==> src/rtl/mouse_cfg_ctrl.sv <==
// Configuration sequencer for the PS/2 mouse controller: programs the cursor limits and initial position after a start-up delay, then serves warp/recenter position loads.
// Latency: first strobe STARTUP_CYCLES edges after reset release; strobes GAP_CYCLES+1 apart; request-to-done 2*(GAP_CYCLES+1) cycles.
// Backpressure: none; requests arriving while busy are dropped, not queued.
//
// Ports: clk100MHz/rst (sync, active-high); warp_req + warp_x/warp_y and recenter_req in;
//        value bus with setmax_x/setmax_y/setx/sety strobes, busy, init_done, done out. All outputs registered.
module mouse_cfg_ctrl #(
  parameter int MAX_X          = 799,
  parameter int MAX_Y          = 599,
  parameter int INIT_X         = 400,
  parameter int INIT_Y         = 300,
  parameter int STARTUP_CYCLES = 1000,
  parameter int GAP_CYCLES     = 4
) (
  input  logic        clk100MHz,
  input  logic        rst,
  input  logic        warp_req,
  input  logic [11:0] warp_x,
  input  logic [11:0] warp_y,
  input  logic        recenter_req,
  output logic [11:0] value,
  output logic        setmax_x,
  output logic        setmax_y,
  output logic        setx,
  output logic        sety,
  output logic        busy,
  output logic        init_done,
  output logic        done
);

  localparam logic [2:0] S_WAIT  = 3'd0;
  localparam logic [2:0] S_SMAXX = 3'd1;
  localparam logic [2:0] S_SMAXY = 3'd2;
  localparam logic [2:0] S_SX    = 3'd3;
  localparam logic [2:0] S_SY    = 3'd4;
  localparam logic [2:0] S_GAP   = 3'd5;
  localparam logic [2:0] S_IDLE  = 3'd6;

  // One counter serves both the start-up wait and the inter-strobe gap;
  // it only ever reaches (limit-1), so it cannot wrap.
  localparam int CMAX = (STARTUP_CYCLES > GAP_CYCLES) ? STARTUP_CYCLES : GAP_CYCLES;
  localparam int CW   = $clog2(CMAX + 1);

  localparam logic [11:0] MAX_X12  = 12'(MAX_X);
  localparam logic [11:0] MAX_Y12  = 12'(MAX_Y);
  localparam logic [11:0] INIT_X12 = 12'(INIT_X);
  localparam logic [11:0] INIT_Y12 = 12'(INIT_Y);
  localparam logic [CW-1:0] WAIT_LAST = CW'(STARTUP_CYCLES - 1);
  localparam logic [CW-1:0] GAP_LAST  = CW'(GAP_CYCLES - 1);

  logic [2:0]    state_q, state_d;
  logic [2:0]    succ_q, succ_d;      // state entered when the current gap expires
  logic [CW-1:0] cnt_q, cnt_d;
  logic [11:0]   value_q, value_d;
  logic [11:0]   y_q, y_d;            // y value for the pending SY strobe
  logic          setmax_x_q, setmax_x_d;
  logic          setmax_y_q, setmax_y_d;
  logic          setx_q, setx_d;
  logic          sety_q, sety_d;
  logic          busy_q, busy_d;
  logic          init_done_q, init_done_d;
  logic          done_q, done_d;

  always_comb begin
    state_d     = state_q;
    succ_d      = succ_q;
    cnt_d       = cnt_q;
    value_d     = value_q;
    y_d         = y_q;
    setmax_x_d  = 1'b0;
    setmax_y_d  = 1'b0;
    setx_d      = 1'b0;
    sety_d      = 1'b0;
    busy_d      = busy_q;
    init_done_d = init_done_q;
    done_d      = 1'b0;

    case (state_q)
      S_WAIT: begin
        if (cnt_q == WAIT_LAST) begin
          state_d    = S_SMAXX;
          setmax_x_d = 1'b1;
          value_d    = MAX_X12;
        end else begin
          cnt_d = cnt_q + 1'b1;
        end
      end
      // Each strobe state lasts one cycle, then hands over to GAP with its successor.
      S_SMAXX: begin state_d = S_GAP; succ_d = S_SMAXY; cnt_d = '0; end
      S_SMAXY: begin state_d = S_GAP; succ_d = S_SX;    cnt_d = '0; end
      S_SX:    begin state_d = S_GAP; succ_d = S_SY;    cnt_d = '0; end
      S_SY:    begin state_d = S_GAP; succ_d = S_IDLE;  cnt_d = '0; end
      S_GAP: begin
        if (cnt_q == GAP_LAST) begin
          state_d = succ_q;
          case (succ_q)
            S_SMAXY: begin setmax_y_d = 1'b1; value_d = MAX_Y12;  end
            S_SX:    begin setx_d     = 1'b1; value_d = INIT_X12; end // only reached during init
            S_SY:    begin sety_d     = 1'b1; value_d = y_q;      end
            default: begin
              // Completion of init or of a request: setting init_done again is harmless.
              done_d      = 1'b1;
              busy_d      = 1'b0;
              init_done_d = 1'b1;
            end
          endcase
        end else begin
          cnt_d = cnt_q + 1'b1;
        end
      end
      S_IDLE: begin
        if (warp_req) begin
          state_d = S_SX;
          setx_d  = 1'b1;
          busy_d  = 1'b1;
          value_d = (warp_x > MAX_X12) ? MAX_X12 : warp_x;
          y_d     = (warp_y > MAX_Y12) ? MAX_Y12 : warp_y;
        end else if (recenter_req) begin
          state_d = S_SX;
          setx_d  = 1'b1;
          busy_d  = 1'b1;
          value_d = INIT_X12;
          y_d     = INIT_Y12;
        end
      end
      default: begin
        state_d = S_WAIT;
        cnt_d   = '0;
      end
    endcase
  end

  always_ff @(posedge clk100MHz) begin
    if (rst) begin
      state_q     <= S_WAIT;
      succ_q      <= S_IDLE;
      cnt_q       <= '0;
      value_q     <= '0;
      y_q         <= INIT_Y12;
      setmax_x_q  <= 1'b0;
      setmax_y_q  <= 1'b0;
      setx_q      <= 1'b0;
      sety_q      <= 1'b0;
      busy_q      <= 1'b1;
      init_done_q <= 1'b0;
      done_q      <= 1'b0;
    end else begin
      state_q     <= state_d;
      succ_q      <= succ_d;
      cnt_q       <= cnt_d;
      value_q     <= value_d;
      y_q         <= y_d;
      setmax_x_q  <= setmax_x_d;
      setmax_y_q  <= setmax_y_d;
      setx_q      <= setx_d;
      sety_q      <= sety_d;
      busy_q      <= busy_d;
      init_done_q <= init_done_d;
      done_q      <= done_d;
    end
  end

  assign value     = value_q;
  assign setmax_x  = setmax_x_q;
  assign setmax_y  = setmax_y_q;
  assign setx      = setx_q;
  assign sety      = sety_q;
  assign busy      = busy_q;
  assign init_done = init_done_q;
  assign done      = done_q;

endmodule

==> config.mk <==
export PLATFORM = sky130hd
export DESIGN_NAME = mouse_cfg_ctrl
export DESIGN_NICKNAME = d
export VERILOG_FILES = /design/src/rtl/mouse_cfg_ctrl.sv
export SDC_FILE = /design/constraint.sdc
export NUM_CORES = 1
export LEC_CHECK = 0
export ABC_AREA = 0
export BUFFER_PORTS_ARGS = -buffer_cell sky130_fd_sc_hd__buf_2
export CORE_AREA = 2 2 66 75
export DETAILED_ROUTE_END_ITERATION = 8
export DIE_AREA = 0 0 68 77
export GPL_TIMING_DRIVEN = 0
export PLACE_DENSITY_LB_ADDON = 0.08
export SLEW_MARGIN = 20
export SYNTH_ARGS = -nofsm -noshare
export SYNTH_HDL_FRONTEND = slang
export SYNTH_SLANG_ARGS = --single-unit
==> constraint.sdc <==
create_clock -name clk100MHz -period 3.65 [get_ports clk100MHz]
set_input_delay 0 -clock clk100MHz [delete_from_list [all_inputs] [get_ports clk100MHz]]
set_output_delay 0 -clock clk100MHz [all_outputs]
set_load 0.1 [all_outputs]
==> flow_summary.yaml, run 1 <==
placed_design:
  hpwl_mm: 4.23
  gp_congestion: 0.862
  numPortBuffers: 45
  place_ws_ns: 1.66
  placed_cells_incl_taps: 378
  placed_area_sq_mm: 0.00269
grt:
  grt_overflow: 0
  grt_antenna_before_repair: 0
  grt_first_pass_wirelength_mm: 9.45
  grt_max_degree: 14
  grtUsageTotal: 0.233
  grt_pass1_vias: 1969
yosys:
  ys_ff_latch: 47
  synth-edff-count: 0
  synth_area_leaders: "dfxtp_1, nor2_1, a21oi_1"
  synth-async-reset-ratio: 0
  syn-cell-area_sq_mm: 0.00239
  yosysTopAreaCellShare: 0.393
  syn_area_per_cell_sq_um: 8.64
  ys.flop_type: "dfxtp_1"
  synthDistinctLibCells: 56
  syn_nets: 306
  ys_warn_count: 0
  yosysSeqAreaShare: 0.393
  syn_inst: 277
  yosys.area.top_type: "dfxtp_1"
critical_path:
  rr_endpoint: "cnt_q[8]"
  crit_family: "simple AND/OR/NAND/NOR gates"
  crit_fanout: 9
  ff2ff_path_depth: 6
  rrSetupSlack_ns: 1.60
  cp.required_ns: 3.86
  crit_arrival_ns: 2.26
  end_kind: "flop"
  crit_path_max_incr_delay_ns: 0.40
  crit_path_start_kind: "flop"
  crit_slowest_cell: "dfxtp_1"
  r2r-start: "cnt_q[0]"
  crit_cells: 6
  critPathBufInv: 1
  worstPathCellList: "ha_1 > nor4b_4 > nand4_1 > and3_1 > buf_2 > a311oi_1"
  path_class: "flop to flop"
sta:
  setup_viol: 0
  slew_viol_final: 0
  finClkSkew_ns: 0.00739
  rsz0062_at_grt: "no"
  timing.fmax_mhz: 487
  slew_headroom: 0.531
  fin_crit_sh: 0.562
  period_minus_slack_ns: 2.05
  final-hold-violation-count: 0
  tns_ns: 0
  worstMarginPinSlew_ns: 0.701
  layout_setup_ws_ns: 1.60
detailed_routing:
  wl_per_cell_um: 14.7
  drt_iter0_drc: 160
  wirelength_mm: 5.79
  ant_nets: 0
  first_pass_iters: 4
  viasPerCell: 5.63
  num_vias: 2220
  drc_errors: 0
cts:
  clock_latency_ns: 0.30
  cts-htree-levels: 2
  clkTransAtPathRegs_ns: 0.09
  clock_sinks: 47
  ctsLongestPathBuffers: 2
  cts_tree: "done"
  root_buffer: "clkbuf_8"
  cts_setup_buffers: 0
  cts_made_buffers: 5
layout:
  layout-area-overhead-vs-synth_pct: 19.8
  drive_gt1_frac: 0.257
  finalNetCount: 367
  final_area_sq_mm: 0.00287
  stdcell_count: 394
  antenna_cells: 0
min_path:
  whs_endpoint: "y_q[9]"
  hold_path.class: "input pin to flop"
  whs_path_depth: 3
  hold_start: "warp_y[9]"
power_and_ir_drop:
  power_density_mw_per_mm2: 632
  p_total_mw: 1.81
  peakVddDrop_mv: 0.350
  power_leakage_nw: 1.18
die:
  initial_core_util: 0.533
  die-area_sq_mm: 0.00524
  die_w_um: 68
  ios: 47
  dieHeight_um: 77
  core_sq_mm: 0.00449
  std_cell_rows: 26
outcome:
  status: "finished clean"
run:
  cap_viol_max_count: 0
-- layer usage --
metal | global-route usage | part of all wire | vias to the layer above
met5 | 0 | 0 | -
met4 | 0.0660 | 0.015 | 0
met3 | 0.0396 | 0.036 | 7
met2 | 0.353 | 0.46 | 50
met1 | 0.337 | 0.49 | 1032
li1 | - | - | 1131
-- cell families after synthesis --
family,count (synthesis),synth area share
compound gates,93,0.281
buf+inv,23,0.0654
flops,47,0.393
fa+ha+maj,1,0.00523
simple gates,113,0.255
-- power breakdown --
| part | switching (mW) | internal [mW] |
|---|---|---|
| logic | 0.628 | 0.231 |
| registers | 0.0454 | 0.582 |
| clock network | 0.174 | 0.149 |
| total | 0.848 | 0.962 |
-- Yosys cell counts (5+ instances only) --
master and instances:
a211oi_1 5, a21oi_1 28, a311oi_1 9, buf_6 6
dfxtp_1 47, inv_1 8, nand2_1 25, nand3_1 8
nor2_1 40, nor3_1 7, o21ai_0 19, or2_2 5
-- per-stage QoR --
stage	hold slack, ns	utilization
finish	0.0396	0.638
global route	0.0606	0.638
CTS	0.0351	0.638
detailed placement	0.227	0.599
global placement	0.221	0.599
floorplan	0.164	-
-- repair_timing --
action	CTS	global route
gates resized for setup	0	0
endpoints found under the setup margin	0	0
endpoints found under the hold margin	12	0
hold buffers	9	0
-- registers in the layout (all words and copies together) (netlist names) --
register,cells
sety,1
succ_q,3
cnt_q,10
setmax_y,1
setx,1
busy,1
value,12
done,1
y_q,12
init_done,1
state_q,3
setmax_x,1
-- area by class of cell --
cell class / count / area, sq um
tap: 56 / 70.1
fill: 393 / 1620
inverter: 8 / 30.0
multi-input combinational: 207 / 1290
clock buffer: 6 / 82.6
sequential: 47 / 941
buffer: 15 / 126
clock inverter: 1 / 5.00
timing repair buffer: 54 / 315
-- cell usage in the layout, fill, tap and decap left out, types with 3 or more instances in the layout --
cell,count
dlygate4sd3_1,10
o21ai_0,19
nand3_1,8
a311oi_1,9
and2_1,4
a41oi_1,3
buf_2,47
dfxtp_1,47
a21oi_1,28
or2b_1,3
nand2_1,25
or2_2,5
a311oi_2,4
clkbuf_8,6
nor2_1,40
nor3_1,7
buf_4,3
buf_6,6
a31oi_1,4
a211oi_1,5
inv_1,8
-- worst reg2reg max path, delay by kind of cell, from the launching register on --
kind | cells | cell delay, ns
buffers and inverters | 1 | 0.17
AO/OA/AOI/OAI | 1 | 0.28
flip-flops | 1 | 0.40
adder cells (fa/ha/maj) | 1 | 0.26
AND/OR/NAND/NOR | 3 | 0.84
-- worst max path at each step --
stage,startpoint,endpoint,slack [ns]
2_1_floorplan,cnt_q[0],value[0],1.86
3_3_place_gp,cnt_q[0],cnt_q[4],1.69
3_5_place_dp,cnt_q[0],cnt_q[9],1.66
4_1_cts,cnt_q[0],cnt_q[8],1.62
5_1_grt,cnt_q[0],cnt_q[8],1.49
6_report,cnt_q[0],cnt_q[8],1.60
(Power assumes the default switching activity.)
==> inputs of run 2 (changes only) <==
==> constraint.sdc (replaced) <==
create_clock -name clk100MHz -period 2 [get_ports clk100MHz]
set_input_delay 0 -clock clk100MHz [delete_from_list [all_inputs] [get_ports clk100MHz]]
set_output_delay 0 -clock clk100MHz [all_outputs]
set_load 0.1 [all_outputs]
==> run 2 against run 1 <==
Design area up 0.79%. Highest routed layer unchanged. Via count up 0.81%. Combinational power up 83%.
==> flow_summary.yaml, run 2 (same netlist as run 1, synthesis figures left out) <==
layout:
  antenna_cells: 0
  layout_commonest_cell: "buf_2"
  finalNetCount: 369
  drive_gt1_frac: 0.274
  final_cell_mix: "buf_2, dfxtp_1, nor2_1, a21oi_1, nand2_1"
  layout-area-overhead-vs-synth_pct: 20.7
  stdcell_count: 396
  final_area_sq_mm: 0.00289
critical_path:
  path_class: "flop to flop"
  crit_path_start_kind: "flop"
  end_kind: "flop"
  crit_arrival_ns: 2.11
  crit_fanout: 10
  cp.required_ns: 2.22
sta:
  worstMarginPinSlew_ns: 0.704
  slew_viol_final: 0
  slew_headroom: 0.529
  finClkSkew_ns: 0.00670
  setup_viol: 0
  final-hold-violation-count: 0
  rsz0062_at_grt: "no"
  period_minus_slack_ns: 1.89
  fin_crit_sh: 0.944
  layout_setup_ws_ns: 0.111
  tns_ns: 0
  timing.fmax_mhz: 529
detailed_routing:
  drt_iter0_drc: 137
  wl_per_cell_um: 14.7
  ant_nets: 0
  wirelength_mm: 5.81
  num_vias: 2238
  viasPerCell: 5.65
  drc_errors: 0
  first_pass_iters: 4
outcome:
  status: "finished clean"
power_and_ir_drop:
  p_switching_mw: 1.55
  power_leakage_nw: 1.19
  p_sw_frac: 0.468
  power_frac_comb: 0.475
  p_total_mw: 3.31
  p_int_mw: 1.76
  clock_power_share: 0.179
  power_density_mw_per_mm2: 1150
  peakVddDrop_mv: 0.641
  pwr-share-seq: 0.347
run:
  cap_viol_max_count: 0
placed_design:
  place_ws_ns: 0.00911
  placed_cells_incl_taps: 378
  numPortBuffers: 45
  hpwl_mm: 4.23
  gp_congestion: 0.862
  placed_area_sq_mm: 0.00269
cts:
  root_buffer: "clkbuf_8"
  cts_tree: "done"
  cts_made_buffers: 5
  clock_sinks: 47
  clkTransAtPathRegs_ns: 0.09
  cts-htree-levels: 2
  ctsLongestPathBuffers: 2
  clock_latency_ns: 0.30
grt:
  grt_overflow: 0
  grt_max_degree: 14
  grtUsageTotal: 0.234
  grt_pass1_vias: 1984
  grt_antenna_before_repair: 0
  grt_first_pass_wirelength_mm: 9.51
die:
  dieHeight_um: 77
  core_sq_mm: 0.00449
  ios: 47
  initial_core_util: 0.533
  die-area_sq_mm: 0.00524
  die_w_um: 68
  std_cell_rows: 26
min_path:
  hold_path.class: "input pin to flop"
==> run 2: cell count changes in the layout (fill, tap and decap cells not counted), sizes merged <==
cell / previous run / this run
buf: 56 / 58
==> run 2: timing repair <==
item,in CTS,in global routing
hold endpoints to repair,12,0
pin swaps,1,0
hold buffers,9,0
cloned,0,0
resized for setup,0,5
buffers inserted,2,0
endpoints found under the setup margin,3,15
==> run 2: path summary, 6_finish.rpt <==
| kind | from | endpoint | slack [ns] | depth (start not counted) |
|---|---|---|---|---|
| worst max-delay path | cnt_q[0] | value[1] | 0.11 | 7 |
| worst min-delay path | warp_y[9] | y_q[9] | 0.04 | 3 |
| worst max register to register | cnt_q[0] | value[1] | 0.11 | 7 |
| worst min register to register | busy | busy | 0.45 | 2 |
==> run 2: layout make-up <==
class	count	area [sq um]
Timing Repair Buffer	56	330
Multi-Input combinational cell	207	1300
Clock inverter	1	5.00
Fill cell	395	1600
Clock buffer	6	82.6
Tap cell	56	70.1
Buffer	15	126
Sequential cell	47	943
Inverter	8	30.0
==> run 2: critical path, cell delays in order (launching register included) <==
cell      delay, ns
dfxtp_2        0.37
ha_2           0.23
nor4b_4        0.28
a31oi_4        0.17
a221oi_4       0.28
buf_6          0.19
nor2_1         0.05
a311oi_2       0.22
==> run 2: layer usage <==
metal | vias to the layer above | track usage | part of all wire
li1 | 1138 | - | -
met1 | 1038 | 0.339 | 0.49
met2 | 57 | 0.355 | 0.46
met3 | 5 | 0.0396 | 0.040
met4 | 0 | 0.0660 | 0.012
met5 | - | 0 | 0
==> run 2: metrics by stage <==
stage / util / hold WS (ns)
5_1_grt: 0.643 / 0.0606
6_report: 0.643 / 0.0380
4_1_cts: 0.642 / 0.0351
3_3_place_gp: 0.599 / 0.221
2_1_floorplan: - / 0.164
3_5_place_dp: 0.599 / 0.227
==> run 2: power by group through the flow <==
stage / Clock, mW / Combinational [mW] / Sequential (mW)
floorplan: 0 / 0.664 / 1.79
finish: 0.592 / 1.57 / 1.15
CTS: 0.599 / 1.57 / 1.15
global placement: 0 / 1.54 / 1.16
detailed placement: 0 / 1.55 / 1.17
global route: 0.631 / 1.67 / 1.17
